## config.mk

```make
export PLATFORM = sky130hd
export DESIGN_NAME = spi_master_arbiter
export DESIGN_NICKNAME = d
export VERILOG_FILES = /design/src/rtl/spi_master_arbiter.sv
export SDC_FILE = /design/constraint.sdc
export NUM_CORES = 1
export LEC_CHECK = 0
export CORE_ASPECT_RATIO = 0.9
export CORE_MARGIN = 5
export CORE_UTILIZATION = 39
export DETAILED_ROUTE_END_ITERATION = 12
export GPL_TIMING_DRIVEN = 1
export PLACE_DENSITY_LB_ADDON = 0.2
export SLEW_MARGIN = 10
export SYNTH_ARGS = -nofsm -noshare
export SYNTH_HDL_FRONTEND = slang
export SYNTH_SLANG_ARGS = --single-unit
```

## constraint.sdc

```tcl
create_clock -name clk -period 1.77 [get_ports clk]
set_input_delay 0.177 -clock clk [delete_from_list [all_inputs] [get_ports clk]]
set_output_delay 0.177 -clock clk [all_outputs]
set_load 0.05 [all_outputs]
```

## src/rtl/spi_master_arbiter.sv

```systemverilog
// Round-robin arbiter/sequencer sharing one spi_master among NUM_REQ requesters.
// Define SPI_ARB_FIXED_PRIO_EN for fixed (lowest-index-wins) priority instead of round-robin.
module spi_master_arbiter #(
    parameter int unsigned NUM_REQ     = 4,
    parameter int unsigned DATA_LENGTH = 8,
    parameter int unsigned OWN_W       = $clog2(NUM_REQ)
) (
    input  logic                           clk,
    input  logic                           rst_n,
    input  logic [NUM_REQ-1:0]             req_valid,
    input  logic [NUM_REQ*DATA_LENGTH-1:0] req_data,
    output logic [NUM_REQ-1:0]             req_ready,
    output logic [NUM_REQ-1:0]             rsp_valid,
    output logic [DATA_LENGTH-1:0]         rsp_data,
    output logic [OWN_W-1:0]               owner,
    output logic                           arb_busy,
    output logic                           m_start,
    output logic [DATA_LENGTH-1:0]         m_data_in,
    input  logic                           m_busy,
    input  logic                           m_done,
    input  logic [DATA_LENGTH-1:0]         m_data_out
);

    typedef enum logic [1:0] {S_IDLE, S_START, S_WAIT, S_RESP} state_e;

    state_e                 state_q, state_d;
    logic [OWN_W-1:0]       owner_q, owner_d;
    logic [DATA_LENGTH-1:0] tx_q, tx_d;
    logic [DATA_LENGTH-1:0] rx_q, rx_d;
    logic                   grant_vld_c;
    logic [OWN_W-1:0]       winner_c;

`ifdef SPI_ARB_FIXED_PRIO_EN
    // Lowest set index wins; scan downward so the last hit is the lowest.
    always_comb begin
        grant_vld_c = 1'b0;
        winner_c    = '0;
        for (int i = int'(NUM_REQ) - 1; i >= 0; i--) begin
            if (req_valid[i]) begin
                grant_vld_c = 1'b1;
                winner_c    = OWN_W'(i);
            end
        end
    end
`else
    logic [OWN_W-1:0] ptr_q, ptr_d;

    // First valid request at or after ptr, wrapping modulo NUM_REQ.
    always_comb begin
        int unsigned      sum;
        logic [OWN_W-1:0] idx;
        grant_vld_c = 1'b0;
        winner_c    = '0;
        for (int unsigned k = 0; k < NUM_REQ; k++) begin
            sum = 32'(ptr_q) + k;
            if (sum >= NUM_REQ) begin
                sum = sum - NUM_REQ;
            end
            idx = OWN_W'(sum);
            if (!grant_vld_c && req_valid[idx]) begin
                grant_vld_c = 1'b1;
                winner_c    = idx;
            end
        end
    end

    always_comb begin
        ptr_d = ptr_q;
        if (state_q == S_IDLE && grant_vld_c) begin
            ptr_d = (32'(winner_c) + 32'd1 >= NUM_REQ) ? '0 : winner_c + OWN_W'(1);
        end
    end

    always_ff @(posedge clk or negedge rst_n) begin
        if (!rst_n) begin
            ptr_q <= '0;
        end else begin
            ptr_q <= ptr_d;
        end
    end
`endif

    // Next-state and handshake decode; req_ready and m_start follow their inputs in-cycle.
    always_comb begin
        state_d   = state_q;
        owner_d   = owner_q;
        tx_d      = tx_q;
        rx_d      = rx_q;
        req_ready = '0;
        m_start   = 1'b0;
        case (state_q)
            S_IDLE: begin
                if (grant_vld_c) begin
                    req_ready[winner_c] = 1'b1;
                    tx_d    = req_data[32'(winner_c)*DATA_LENGTH +: DATA_LENGTH];
                    owner_d = winner_c;
                    state_d = S_START;
                end
            end
            S_START: begin
                if (!m_busy) begin
                    m_start = 1'b1;
                    state_d = S_WAIT;
                end
            end
            S_WAIT: begin
                if (m_done) begin
                    rx_d    = m_data_out;
                    state_d = S_RESP;
                end
            end
            S_RESP:  state_d = S_IDLE;
            default: state_d = S_IDLE;
        endcase
    end

    always_comb begin
        rsp_valid = '0;
        if (state_q == S_RESP) begin
            rsp_valid[owner_q] = 1'b1;
        end
    end

    always_ff @(posedge clk or negedge rst_n) begin
        if (!rst_n) begin
            state_q <= S_IDLE;
            owner_q <= '0;
            tx_q    <= '0;
            rx_q    <= '0;
        end else begin
            state_q <= state_d;
            owner_q <= owner_d;
            tx_q    <= tx_d;
            rx_q    <= rx_d;
        end
    end

    assign arb_busy  = (state_q != S_IDLE);
    assign owner     = owner_q;
    assign m_data_in = tx_q;
    assign rsp_data  = rx_q;

endmodule
```

==> Word level (Yosys, flattened, before mapping) <==
Index checks and enable logic that the tools add are counted.
{ "classes": {"shifts": 1, "n_lt_le_gt_ge": 13, "n_addsub": 9, "n_reduce_logical": 14, "muxes": 34, "eq_ne": 6} }
{ "op_table": {"columns": ["operator", "count"], "rows": [
  ["32-bit by 6-bit variable part select with 8-bit output", 1],
  ["2-bit two-way mux", 12],
  ["2-bit by 3-bit less-than comparator with 1-bit output (second input constant)", 6],
  ["3-bit greater-or-equal comparator (second input constant)", 4],
  ["1-bit two-way mux", 12],
  ["4-bit two-way mux", 3],
  ["1-bit binary-select mux with 2-bit select", 4],
  ["2-bit one-hot mux with 4 select lines", 1],
  ["2-bit by 1-bit subtractor with 2-bit output (second input constant)", 4],
  ["2-bit by 1-bit adder with 3-bit output (second input constant)", 2],
  ["2-bit by 2-bit adder with 3-bit output (second input constant)", 2],
  ["1-bit logical AND", 6],
  ["2-bit inequality test (second input constant)", 3],
  ["1-bit demux with 2-bit select", 2],
  ["2-bit == test (second input constant)", 2],
  ["2-bit by 1-bit greater-or-equal comparator with 1-bit output (second input constant)", 2],
  ["2-bit AND reduction", 2],
  ["2-bit by 3-bit greater-or-equal comparator with 1-bit output (second input constant)", 1],
  ["1-bit logical NOT", 3],
  ["3-bit AND reduction", 1],
  ["2-bit by 1-bit adder with 2-bit output (second input constant)", 1],
  ["2-bit by 1-bit == test with 1-bit output (second input constant)", 1],
  ["2-bit logical NOT", 1],
  ["2-bit nonzero test", 1]
]} }
{ "word_totals": {"wordCells": 82, "regBits": 22, "output_inout_bits": 28} }

==> Longest topological paths before layout <==
{ "depth": {"ltp_word": 20, "mapped_depth": 6} }

==> Worst setup path after synthesis <==
No wires, ideal clock.
{ "synth_timing": {"path_type": "flip-flop to output port", "startpoint": "register state_q[0]", "endpoint": "output port req_ready[1]", "t_arrival_ps": 2436, "path_stages_with_launch": 7, "path_slack_ps": -843, "required_ps": 1593, "cell_sequence": "dfrtp_1 inv_1 ha_1 inv_1 nor2_1 o21ai_2 nor3_1"} }
{ "synth_via": {"elab_chain_len": 2} }
{ "synth_lines": {"columns": ["element", "line", "rtl"], "rows": [
  ["start, declared", "26", "state_e state_q, state_d;"],
  ["start signal, assigned", "131", "state_q <= state_d;"],
  ["2-bit logical NOT", "91", "case (state_q)"],
  ["4-bit two-way mux", "91", null],
  ["end, declared", "12", "output logic [NUM_REQ-1:0] req_ready,"]
]} }
Every way passes these cells.

==> Final worst setup path <==
{ "layout_timing": {"startpoint": "register ptr_q[1]", "endpoint": "output port req_ready[1]"} }
{ "layout_via": {"elab_chain_len": 20, "word_cells_on_any_way": 44} }
{ "layout_lines": {"columns": ["element", "line", "rtl"], "rows": [
  ["start, declared", "46", "logic [OWN_W-1:0] ptr_q, ptr_d;"],
  ["start signal, assigned", "78", "ptr_q <= ptr_d;"],
  ["branches (longest 18 deep; another with 2-bit by 1-bit adder with 3-bit output)", null, null],
  ["4-bit two-way mux (*)", "93", "if (grant_vld_c) begin"],
  ["4-bit two-way mux (*)", "91", null]
]} }
Every way passes the cells marked *. The select of a mux whose other input is x is not followed.

==> results.rst <==
.. list-table::
   :header-rows: 1

   * - Metric
     - Value
   * - Result of the run
     - complete, but fails checks
   * - Violated checks
     - setup timing
   * - Number of synthesized register bits
     - 22
   * - Worst slew pin tran
     - 0.5468 ns
   * - Family with the most delay on the worst path
     - flip-flops
   * - CORE AREA
     - 3403 sq um
   * - Count of synthesis-stage warnings from yosys
     - 0
   * - ANT nets after route
     - 0
   * - CTS buffer count
     - 3
   * - Critical Setup Path Class
     - register to output port
   * - Count of flip-flops with a built-in enable after synthesis
     - 0
   * - Placement row count
     - 20
   * - Later-pin clock latency in the skew report
     - 0.27 ns
   * - Clk sinks
     - 22
   * - Final net count
     - 298
   * - Maximum clock rate
     - 517.4 MHz
   * - Weighted congestion at the end of routability-driven global placement
     - 0.8945
   * - Time the final worst path needs with I/O delays and setup
     - 1.933 ns
   * - Iter 0 DRT Violations
     - 79
   * - Number of buffers added to fix hold violations after cts
     - 0
   * - Routed wl met2
     - 2.450 mm
   * - Fin util
     - 0.7941
   * - Origin of the worst setup path
     - ptr_q[1]
   * - PD cells
     - 1836 nW/um^2
   * - Kind of end point of the critical path
     - output port
   * - Setup repair after global routing missed its margin
     - true
   * - Root Driver
     - clkbuf_8
   * - Met1 wire length
     - 1.757 mm
   * - Via count of the first global-routing pass
     - 1556
   * - Sum of met3 wire segment lengths after detailed routing
     - 389 um
   * - Port buffer count
     - 75
   * - Area of the die
     - 4826 sq um
   * - Synth unique cells
     - 33
   * - Max H-tree Level
     - 1
   * - Cell with the largest stage delay on the worst path
     - dfrtp_2
   * - Average cell area after synthesis
     - 10.29 sq um
   * - Critical path data arrival time
     - 1.76 ns
   * - # fillers
     - 227
   * - Cell type with the largest total area after synthesis
     - dfrtp_1
   * - Pin count of the biggest net entering global routing
     - 23
   * - Setup slack, reg-to-reg
     - 0 ns
   * - Post-detailed-placement half-perimeter wirelength
     - 3.662 mm
   * - Buffers and inverters on the worst path
     - 3
   * - Starting density of the core
     - 0.4051
   * - Sequential share of the synthesized area
     - 0.3993
   * - Residual DRC count
     - 0
   * - Cell type with the highest occurrence count on the critical path
     - buf_6
   * - Die Y
     - 66.41 um
   * - Syn Nets
     - 187
   * - Count of placed standard cells including taps
     - 277
   * - First-pass GRT wire length
     - 7.548 mm
   * - Type of the tightest min-delay check
     - input port to asynchronous set/reset pin
   * - Startpoint of the lowest-slack register-to-register path
     - ptr_q[1]
   * - Post-Syn Area
     - 1379 sq um
   * - Total number of vias
     - 1488
   * - Final routed wirelength across all metal layers
     - 4.668 mm
   * - Final critical-path share of the clock period
     - 1.092
   * - Top routing layer in use
     - met4
   * - Fin Clk Skew
     - 0.004746 ns
   * - Peak per-stage delay on the critical path
     - 0.49 ns
   * - Worst setup slack after layout
     - -0.1626 ns
   * - Cells traversed along the worst timing path
     - mux2i_4 -> o2bb2ai_4 -> buf_6 -> buf_6 -> nor3_4 -> buf_12
   * - Leading post-synthesis cells by instance count
     - dfrtp_1, nand2_1, mux2i_1
   * - Number of antenna violations at the first check in global routing
     - 0
   * - Largest buffer count on any clock path
     - 2
   * - Leakage component of the power
     - 1.155 nW
   * - CTS tree
     - built
   * - Number of I/O pins
     - 76
   * - Synth Flop Type
     - dfrtp_1
   * - Synth top area share
     - 0.3993
   * - Rel. slew slack
     - 0.6355
   * - Setup violation total in the final timing report
     - 5
   * - Total global-route track usage
     - 0.2017
   * - Clock-pin slew on the worst setup and hold paths
     - 0.08 ns
   * - Count of max-cap constraint violations
     - 0
   * - Fraction of registers with async set/reset
     - 1.000
   * - Total iterations of the first detailed-routing run
     - 6
   * - Vias per Instance
     - 5.167
   * - Layout cells sized above 1
     - 0.3279
   * - Worst VDD drop
     - 0.001239 V
   * - Number of antenna repair diodes
     - 0
   * - Number of cells produced by synthesis
     - 134
   * - Total Neg Setup Slack
     - -0.5593 ns
   * - Final count of hold timing violations
     - 0
   * - Critical path launch point type
     - register
   * - Required time reported for the critical path endpoint
     - 1.59 ns
   * - Count leader, synth
     - dfrtp_1
   * - Routed len/inst
     - 16.21 um
   * - Die width
     - 72.68 um
   * - Total grt overflow
     - 0
   * - Count of non-filler cells in the finished layout
     - 288
   * - Layout-stage area growth over the synthesis result
     - 96.01%
   * - Top cells by area, synth
     - dfrtp_1, mux2i_1, mux2_2
   * - Number of slew-limit violations in the final report
     - 0
   * - Largest fanout of any net on the critical path
     - 6
sequential cells by signal, summed over array words and instances (netlist names):
| register | cells |
|---|---|
| rsp_data | 8 |
| m_data_in | 8 |
| owner | 2 |
| ptr_q | 2 |
| state_q | 2 |
metal layers:
layer	vias up	track usage
met2	71	0.3491
met1	701	0.2332
li1	708	-
met3	8	0.06231
met4	0	0.07143
met5	-	0
cell type report:
cell class,instances,area [sq um],share of cell area
flip-flops and latches,22,551.8,0.2042
well taps,44,55.05,0.02037
multi-input cells,106,892.1,0.3301
clock buffers,3,41.29,0.01528
clock inverters,1,30.03,0.01111
repair buffers,108,1114,0.4120
inverters,4,18.77,0.006944
power by group:
group	switching (mW)	internal (mW)	total [mW]
Clock	0.169	0.302	0.471
Sequential	0.190	0.765	0.954
Combinational	1.96	1.58	3.54
Total	2.32	2.64	4.96
placed cells by master (no fill, tap or decap), types with 2 or more instances in the layout:
cell	count
clkdlybuf4s50_1	63
buf_4	32
dfrtp_1	21
nand2_1	18
buf_12	11
mux2i_1	8
nand3_1	8
o21ai_1	8
a21bo_1	8
o211ai_1	8
mux2_2	8
nor2_1	5
o21ai_0	3
ha_1	3
clkbuf_8	3
nand2b_1	2
nor3b_2	2
inv_2	2
nor3_4	2
nor2_4	2
a21o_1	2
buf_6	2
metrics by stage:
step / setup slack [ns] / area, sq um / power, mW / hold slack (ns)
5_1_grt: -0.2221 / 2703 / 5.222 / 0.3080
6_report: -0.1626 / 2703 / 4.961 / 0.2688
4_1_cts: -0.1531 / 2678 / 4.945 / 0.2768
2_1_floorplan: -0.1882 / 1449 / 2.975 / -0.1186
3_5_place_dp: -0.1696 / 2535 / 4.310 / 0.4913
3_3_place_gp: -0.1282 / 2535 / 4.201 / 0.4793
worst paths after layout:
check                                to  cells after the start
setup / recovery           req_ready[1]                      6
hold reg to reg             rsp_data[4]                      1
setup reg to reg           m_data_in[1]                      7
min in group clk            rsp_data[4]                      1
max in group asynchronous      ptr_q[1]                      2
hold / removal              rsp_data[5]                      2
kinds of logic after synthesis:
group,Yosys count,share of synthesized area
simple gates,47,0.1797
mux,17,0.1307
buf+inv,6,0.02722
flops,22,0.3993
compound gates,37,0.2178
fa+ha+maj,5,0.04537
what timing repair did:
action,CTS,global route
buffers inserted,5,3
resized for setup,7,3
pin swaps,5,5
endpoints found under the setup margin,5,11
Note: power is estimated with default switching activity, not from simulation.
